===== src/rtl/execute_muldiv.sv =====
// execute_muldiv: HI/LO unit for the E stage. Handles MTHI/MTLO in a single
// cycle and runs MULT/MULTU/DIV/DIVU as 32 radix-2 iterations on a 64-bit
// accumulator, followed by one sign-fix cycle that commits HI/LO.
// Signed operations are done on magnitudes, and the signs are fixed up at the end.
//
// Handshake: an op on op_e is taken only in IDLE with sig_clr=0. While busy,
// any E-stage op or MFHI/MFLO raises stall_req so the pipeline holds that
// instruction. It is presented again after busy falls.
module execute_muldiv (
  input  logic        clk,
  input  logic        rst_n,
  input  logic [2:0]  op_e,
  input  logic [31:0] src_a_e,
  input  logic [31:0] src_b_e,
  input  logic        hilo_read_e,
  input  logic        sig_clr,
  output logic [31:0] hi,
  output logic [31:0] lo,
  output logic        busy,
  output logic        stall_req,
  output logic        done,
  output logic [1:0]  state_dbg
);

  localparam logic [2:0] OP_NONE  = 3'd0;
  localparam logic [2:0] OP_MULT  = 3'd1;
  localparam logic [2:0] OP_MULTU = 3'd2;
  localparam logic [2:0] OP_DIV   = 3'd3;
  localparam logic [2:0] OP_DIVU  = 3'd4;
  localparam logic [2:0] OP_MTHI  = 3'd5;
  localparam logic [2:0] OP_MTLO  = 3'd6;
  localparam logic [2:0] OP_RSVD  = 3'd7;

  typedef enum logic [1:0] {
    S_IDLE = 2'd0,
    S_MUL  = 2'd1,
    S_DIV  = 2'd2,
    S_FIX  = 2'd3
  } state_t;

  state_t      state_q, state_d;
  logic [4:0]  cnt_q, cnt_d;
  logic [63:0] acc_q, acc_d;
  logic [31:0] opnd_q, opnd_d;     // multiplicand for MUL, divisor for DIV
  logic        is_div_q, is_div_d;
  logic        neg_lo_q, neg_lo_d;  // negate product / quotient
  logic        neg_hi_q, neg_hi_d;  // negate remainder (dividend sign)
  logic        dz_q, dz_d;          // divide by zero seen at accept
  logic [31:0] hi_q, hi_d;
  logic [31:0] lo_q, lo_d;
  logic        done_q, done_d;

  // Operand magnitudes for the op currently on op_e
  logic        signed_op;
  logic [31:0] mag_a, mag_b;
  logic        b_zero;
  assign signed_op = (op_e == OP_MULT) || (op_e == OP_DIV);
  assign mag_a     = (signed_op && src_a_e[31]) ? (32'd0 - src_a_e) : src_a_e;
  assign mag_b     = (signed_op && src_b_e[31]) ? (32'd0 - src_b_e) : src_b_e;
  assign b_zero    = (src_b_e == 32'd0);

  // One shift-add step: add the multiplicand when the low multiplier bit is set
  logic [32:0] mul_sum;
  assign mul_sum = {1'b0, acc_q[63:32]} + (acc_q[0] ? {1'b0, opnd_q} : 33'd0);

  // One restoring step: shifted partial remainder minus the divisor
  logic [33:0] div_trial;
  assign div_trial = {1'b0, acc_q[63:31]} - {2'b00, opnd_q};

  // Sign-corrected results used in FIX
  logic [63:0] prod_fix;
  logic [31:0] quot_fix, rem_fix;
  assign prod_fix = neg_lo_q ? (64'd0 - acc_q) : acc_q;
  assign quot_fix = dz_q ? 32'hFFFF_FFFF
                         : (neg_lo_q ? (32'd0 - acc_q[31:0]) : acc_q[31:0]);
  assign rem_fix  = neg_hi_q ? (32'd0 - acc_q[63:32]) : acc_q[63:32];

  // Next-state, datapath and HI/LO update
  always_comb begin
    state_d  = state_q;
    cnt_d    = cnt_q;
    acc_d    = acc_q;
    opnd_d   = opnd_q;
    is_div_d = is_div_q;
    neg_lo_d = neg_lo_q;
    neg_hi_d = neg_hi_q;
    dz_d     = dz_q;
    hi_d     = hi_q;
    lo_d     = lo_q;
    done_d   = 1'b0;
    case (state_q)
      S_IDLE: begin
        if (!sig_clr) begin
          case (op_e)
            OP_MULT, OP_MULTU: begin
              state_d  = S_MUL;
              cnt_d    = 5'd31;
              acc_d    = {32'd0, mag_b};
              opnd_d   = mag_a;
              is_div_d = 1'b0;
              neg_lo_d = signed_op && (src_a_e[31] ^ src_b_e[31]);
              neg_hi_d = 1'b0;
              dz_d     = 1'b0;
            end
            OP_DIV, OP_DIVU: begin
              state_d  = S_DIV;
              cnt_d    = 5'd31;
              acc_d    = {32'd0, mag_a};
              opnd_d   = mag_b;
              is_div_d = 1'b1;
              // Division by zero keeps the quotient at all ones. The remainder
              // is the dividend magnitude, and negating it by the dividend
              // sign gives back the raw dividend.
              neg_lo_d = signed_op && (src_a_e[31] ^ src_b_e[31]) && !b_zero;
              neg_hi_d = signed_op && src_a_e[31];
              dz_d     = b_zero;
            end
            OP_MTHI: hi_d = src_a_e;
            OP_MTLO: lo_d = src_a_e;
            OP_NONE, OP_RSVD: ;
            default: ;
          endcase
        end
      end
      S_MUL: begin
        acc_d = {mul_sum, acc_q[31:1]};
        if (cnt_q == 5'd0) state_d = S_FIX;
        else               cnt_d   = cnt_q - 5'd1;
      end
      S_DIV: begin
        if (!div_trial[33]) acc_d = {div_trial[31:0], acc_q[30:0], 1'b1};
        else                acc_d = {acc_q[62:0], 1'b0};
        if (cnt_q == 5'd0) state_d = S_FIX;
        else               cnt_d   = cnt_q - 5'd1;
      end
      S_FIX: begin
        if (is_div_q) begin
          hi_d = rem_fix;
          lo_d = quot_fix;
        end else begin
          hi_d = prod_fix[63:32];
          lo_d = prod_fix[31:0];
        end
        done_d  = 1'b1;
        state_d = S_IDLE;
      end
      default: state_d = S_IDLE;
    endcase
  end

  // State and datapath registers, cleared asynchronously
  always_ff @(posedge clk or negedge rst_n) begin
    if (!rst_n) begin
      state_q  <= S_IDLE;
      cnt_q    <= 5'd0;
      acc_q    <= 64'd0;
      opnd_q   <= 32'd0;
      is_div_q <= 1'b0;
      neg_lo_q <= 1'b0;
      neg_hi_q <= 1'b0;
      dz_q     <= 1'b0;
      hi_q     <= 32'd0;
      lo_q     <= 32'd0;
      done_q   <= 1'b0;
    end else begin
      state_q  <= state_d;
      cnt_q    <= cnt_d;
      acc_q    <= acc_d;
      opnd_q   <= opnd_d;
      is_div_q <= is_div_d;
      neg_lo_q <= neg_lo_d;
      neg_hi_q <= neg_hi_d;
      dz_q     <= dz_d;
      hi_q     <= hi_d;
      lo_q     <= lo_d;
      done_q   <= done_d;
    end
  end

  assign hi        = hi_q;
  assign lo        = lo_q;
  assign busy      = (state_q != S_IDLE);
  assign done      = done_q;
  assign stall_req = busy && (((op_e != OP_NONE) && (op_e != OP_RSVD)) || hilo_read_e);
  assign state_dbg = state_q;

endmodule


===== config.mk =====
export PLATFORM = sky130hd
export DESIGN_NAME = execute_muldiv
export DESIGN_NICKNAME = d
export VERILOG_FILES = /design/src/rtl/execute_muldiv.sv
export SDC_FILE = /design/constraint.sdc
export NUM_CORES = 1
export LEC_CHECK = 0
export ABC_AREA = 0
export ABC_CLOCK_PERIOD_IN_PS = 6300
export CAP_MARGIN = 10
export CORE_MARGIN = 4
export CORE_UTILIZATION = 39
export DETAILED_ROUTE_END_ITERATION = 10
export PLACE_DENSITY_LB_ADDON = 0.15
export REMOVE_ABC_BUFFERS = 1
export SYNTH_ARGS = -nofsm -noshare
export SYNTH_HDL_FRONTEND = slang
export SYNTH_SLANG_ARGS = --single-unit
export TNS_END_PERCENT = 10

===== constraint.sdc =====
create_clock -name clk -period 6.3 [get_ports clk]
set_input_delay 1.26 -clock clk [delete_from_list [all_inputs] [get_ports clk]]
set_output_delay 1.26 -clock clk [all_outputs]
set_load 0.005 [all_outputs]

# Word-level counts from Yosys, hierarchy flattened
# Cells that the tools add are included.
[totals]
regBits = 172
in_bits = 71
out_inout_bits = 69
wordCells = 99
[op_classes]
add_sub_neg = 8
n_eq_ne = 17
mux = 33
bitwise_logic = 2
n_reduce_logical = 28
[ops]
columns = ["operator", "count"]
rows = [
  ["two-way mux 32 bit", 12],
  ["two-way mux 64 bit", 3],
  ["one-hot mux 32 bit (2 select lines)", 3],
  ["one-hot mux 64 bit (3 select lines)", 1],
  ["one-hot mux 64 bit (2 select lines)", 1],
  ["subtractor 1 x 32 -> 32 bit, first input constant", 4],
  ["subtractor 1 x 64 -> 64 bit, first input constant", 1],
  ["subtractor 33 x 32 -> 34 bit", 1],
  ["adder 32 x 32 -> 33 bit", 1],
  ["zero test 32 bit", 1],
  ["two-way mux 5 bit", 3],
  ["AND reduction 3 bit", 5],
  ["one-hot mux 5 bit (2 select lines)", 1],
  ["equality test 3 bit, second input constant", 3],
  ["one-hot mux 1 bit (2 select lines)", 4],
  ["nonzero test 2 bit", 4],
  ["equality test 3 x 2 -> 1 bit, second input constant", 2],
  ["logical AND 1 bit", 6],
  ["inequality test 2 x 1 -> 1 bit, second input constant", 3],
  ["inequality test 2 bit, second input constant", 3],
  ["one-hot mux 2 bit (3 select lines)", 1],
  ["nonzero test 3 bit", 2],
  ["OR reduction 2 bit", 3],
  ["zero test 5 bit", 1],
  ["16 further kinds", 19],
]

# Longest topological paths before layout
[logic_depth]
ltp_word = 7
mapped_depth = 15
mapped_depth_nobuf = 14

# Least setup slack after synthesis
# OpenSTA, ideal clock, no wires.
[synth_path]
path_type = "input-to-reg"
start = "input src_a_e[8]"
end = "register acc_q[30]"
setup_ns = 0.077
arrival_time_ns = 3.543
setup_slack_ns = 2.679
cell_stages = 10
path_cell_list = "clkbuf_1 > or4_1 > nor4_2 > nand3_1 > nor4_1 > a21oi_1 > xor2_1 > nor2_1 > a211o_1 > a21oi_1"
[synth_via]
elab_chain_cells = 5
[synth_rtl]
columns = ["element", "line_no", "rtl"]
rows = [
  ["start, declared", "13", "input logic [31:0] src_a_e,"],
  ["subtractor 1 x 32 -> 32 bit", "58", "assign mag_a = (signed_op && src_a_e[31]) ? (32'd0 - src_a_e) : src_a_e;"],
  ["two-way mux 32 bit", "58", ""],
  ["one-hot mux 64 bit (2 select lines)", "94", "case (op_e)"],
  ["two-way mux 64 bit", "93", "if (!sig_clr) begin"],
  ["one-hot mux 64 bit (3 select lines)", "91", "case (state_q)"],
  ["end signal, assigned", "156", "acc_q <= 64'd0;"],
  ["end signal, assigned", "168", "acc_q <= acc_d;"],
  ["end, declared", "43", "logic [63:0] acc_q, acc_d;"],
]
# Every way passes these cells. The select of a mux whose other input is x is not followed.
# A chain may end at the register's enable or synchronous reset.

# Worst setup path after layout
[layout_path]
start = "input src_a_e[2]"
end = "register acc_q[28]"
# The elaborated chain is that of the path after synthesis.

==> flow_metrics.tcl <==
set metrics [dict create \
    min_period_ns 4.49 \
    grt_pass1_wl_um 88100 \
    antenna_found_initial 1 \
    skew_ns 0.0148 \
    ys_ff_latch 172 \
    path_max_fanout 7 \
    fin_crit_sh 0.713 \
    portBuffers 139 \
    htree_num_levels 4 \
    ctsResizeCount 0 \
    insertedDiodeCount 0 \
    gp_congestion 0.919 \
    area_growth_syn_to_layout_pct 15.8 \
    clockRootBuffer "clkbuf_16" \
    grtUsageTotal 0.266 \
    yosys_warnings 0 \
    nFillCells 3821 \
    worst_slew_pin_slew_ns 1.25 \
    clk_latency_ns 0.45 \
    seq_area_frac_synth 0.285 \
    grt_max_degree 74 \
    clock_path_buffers 2 \
    run_status "finished, final reports clean" \
    ant_nets 0 \
    timing.hold.ws_ns 0.479 \
    min_path_type "register to register" \
    initial_core_util 0.398 \
    rows 71 \
    grt-ovfl-total 0 \
    power.density_nw_per_um2 595 \
    cp.required_ns 6.66 \
    yosys.area_share.xor_xnor 0.0998 \
    yosys.area_share.simple 0.178 \
    synth-main-ff-cell "dfrtp_1" \
    cts_tree "yes" \
    leakage_nw 7.24 \
    crit_arrival_ns 4.85 \
    final_hold_viol_count 0 \
    syn_inst 1971 \
    dp_hpwl_um 42100 \
    routedWlPerCell_um 22.4 \
    p_seq_frac 0.226 \
    drt_iter0_drc 1401 \
    synthesis.area_um2 15100 \
    timing.max_cap.violations 0 \
    relSlewSlack 0.163 \
    intPower_mw 5.13 \
    layout_common_cells "252 x o21ai_0, 225 x nand2_1, 172 x dfrtp_1" \
    synth_mux_area_frac 0.0270 \
    drive_gt1_frac 0.0443 \
    io_pins 140 \
    drc 0 \
    path_class "input pin to register" \
    clkTransAtPathRegs_ns 0.06 \
    fp.dieArea_um2 41900 \
    synth_top_family_by_area "compound AO/OA/AOI/OAI gates" \
    finalNetCount 2167 \
    vias 15446 \
    layout_commonest_cell "o21ai_0" \
    slew_violations 0 \
    avgSynthCellArea_um2 7.66 \
    cts_hold_buf 0 \
    p_clk_frac 0.117 \
    ys_async_sr_fraction 1.00 \
    synth_fa_ha_area_frac 0.0648 \
    finalSetupTns_ns 0 \
    p_sw_mw 5.27 \
    core_region_area_um2 37900 \
    reg2reg_slack_ns 2.22 \
    wl_um 57000 \
    die_width_um 205 \
    grt_setup_unrepaired "no" \
    synth_cell_types 75 \
    cp-end-kind "register" \
    synth_compound_area_frac 0.295 \
    cp-start-kind "input pin" \
    p_comb_frac 0.657 \
    cts_buffers 17 \
    dieHeight_um 205 \
    setup_viol_count_final 0 \
    synth_edf_count 0 \
    p_sw_frac 0.507 \
    post-cts-setup-buffers 0 \
    grt_pass1_vias 14788 \
    cts.sinks 172 \
    routed_via_density 6.07 \
    peakVddDrop_mv 0.293 \
    max_freq_mhz 223 \
    first_pass_iters 7 \
]
## power groups by stage
stage / registers [mW] / clock network [mW] / logic (mW)
after floorplan: 2.13 / 0 / 4.56
after global placement: 2.34 / 0 / 6.66
after CTS: 2.33 / 1.23 / 6.78
after global routing: 2.41 / 1.27 / 7.53
after detailed placement: 2.34 / 0 / 6.73
final: 2.35 / 1.22 / 6.83
## synth_stat cells, types with 12 or more instances
cell / number / area (um^2)
o21a_1: 13 / 97.6
ha_1: 75 / 938
a211oi_1: 12 / 90.1
nor4_1: 20 / 125
a221oi_1: 16 / 140
inv_1: 68 / 255
nand2b_1: 21 / 131
mux2i_1: 25 / 250
o22ai_1: 39 / 244
dfrtp_1: 172 / 4300
a22oi_1: 64 / 480
o31ai_1: 24 / 180
nor2_1: 166 / 623
nor3_1: 24 / 120
xnor2_1: 105 / 920
nand3_1: 30 / 150
a31oi_1: 16 / 100
buf_1: 12 / 45.0
or3_1: 31 / 194
nand2_1: 225 / 845
o41ai_1: 12 / 105
clkbuf_1: 111 / 417
xor2_1: 67 / 587
mux2_2: 14 / 158
o21ai_0: 252 / 1260
a21oi_1: 168 / 841
a21o_1: 36 / 270
## sequential cells by signal, indices dropped and copies added (netlist names)
signal     flops
dz_q           1
is_div_q       1
lo            32
done           1
acc_q         64
opnd_q        32
neg_hi_q       1
neg_lo_q       1
hi            32
cnt_q          5
state_dbg      2
## per-stage QoR
step,setup slack (ns),utilization,instances,total power [mW],instance area [um^2]
after floorplan,1.43,-,1841,6.69,14600
after global placement,1.38,0.444,2511,9.01,16800
after detailed placement,1.44,0.444,2511,9.08,16800
after CTS,1.86,0.461,2543,10.3,17500
after global routing,1.57,0.461,2543,11.2,17500
final,1.81,0.461,2543,10.4,17500
## final cells by class
cell class                 count  area (um^2)  area share
clock inverter                13          214      0.0122
tap                          511          639      0.0366
timing repair buffer         159         1560      0.0891
sequential                   172         4300       0.246
inverter                      68          255      0.0146
multi-input combinational   1601        10100       0.576
clock buffer                  19          433      0.0248
## per-layer routing
metal  global-route usage  part of all wire  vias to the layer above  wire length, um
met5                    0           0.00023                        -               13
met4               0.0684             0.025                        2             1410
li1                     -                 -                     7240                -
met2                0.425              0.46                      651            26000
met1                0.378              0.45                     7483            25600
met3               0.0429             0.072                       70             4080
## kinds of logic (layout without fill, tap and decap cells)
| logic type | count (synthesis) | after routing |
|---|---|---|
| compound gates | 727 | 727 |
| flops | 172 | 172 |
| xor+xnor | 172 | 172 |
| mux | 39 | 39 |
| fa+ha+maj | 77 | 77 |
| simple gates | 586 | 586 |
| buf+inv | 198 | 259 |
## critical path: stages
cell and delay [ns]:
clkdlybuf4s50_1 0.52, or4_1 0.64, nor3_1 0.46, nand3_1 0.25, nor4_1 0.86, a21oi_1 0.20
xor2_1 0.21, nor2_1 0.06, a21oi_1 0.15, o21ai_0 0.08, o21ai_0 0.16
## final timing paths
check | from | to | cells after the start
setup / recovery | src_a_e[2] | acc_q[28] | 11
hold / removal | lo[30] | lo[30] | 2
setup reg to reg | acc_q[7] | hi[12] | 10
hold reg to reg | lo[30] | lo[30] | 2
max in group asynchronous | rst_n | acc_q[8] | 2
min in group asynchronous | rst_n | acc_q[57] | 1
(Power assumes the default switching activity.)
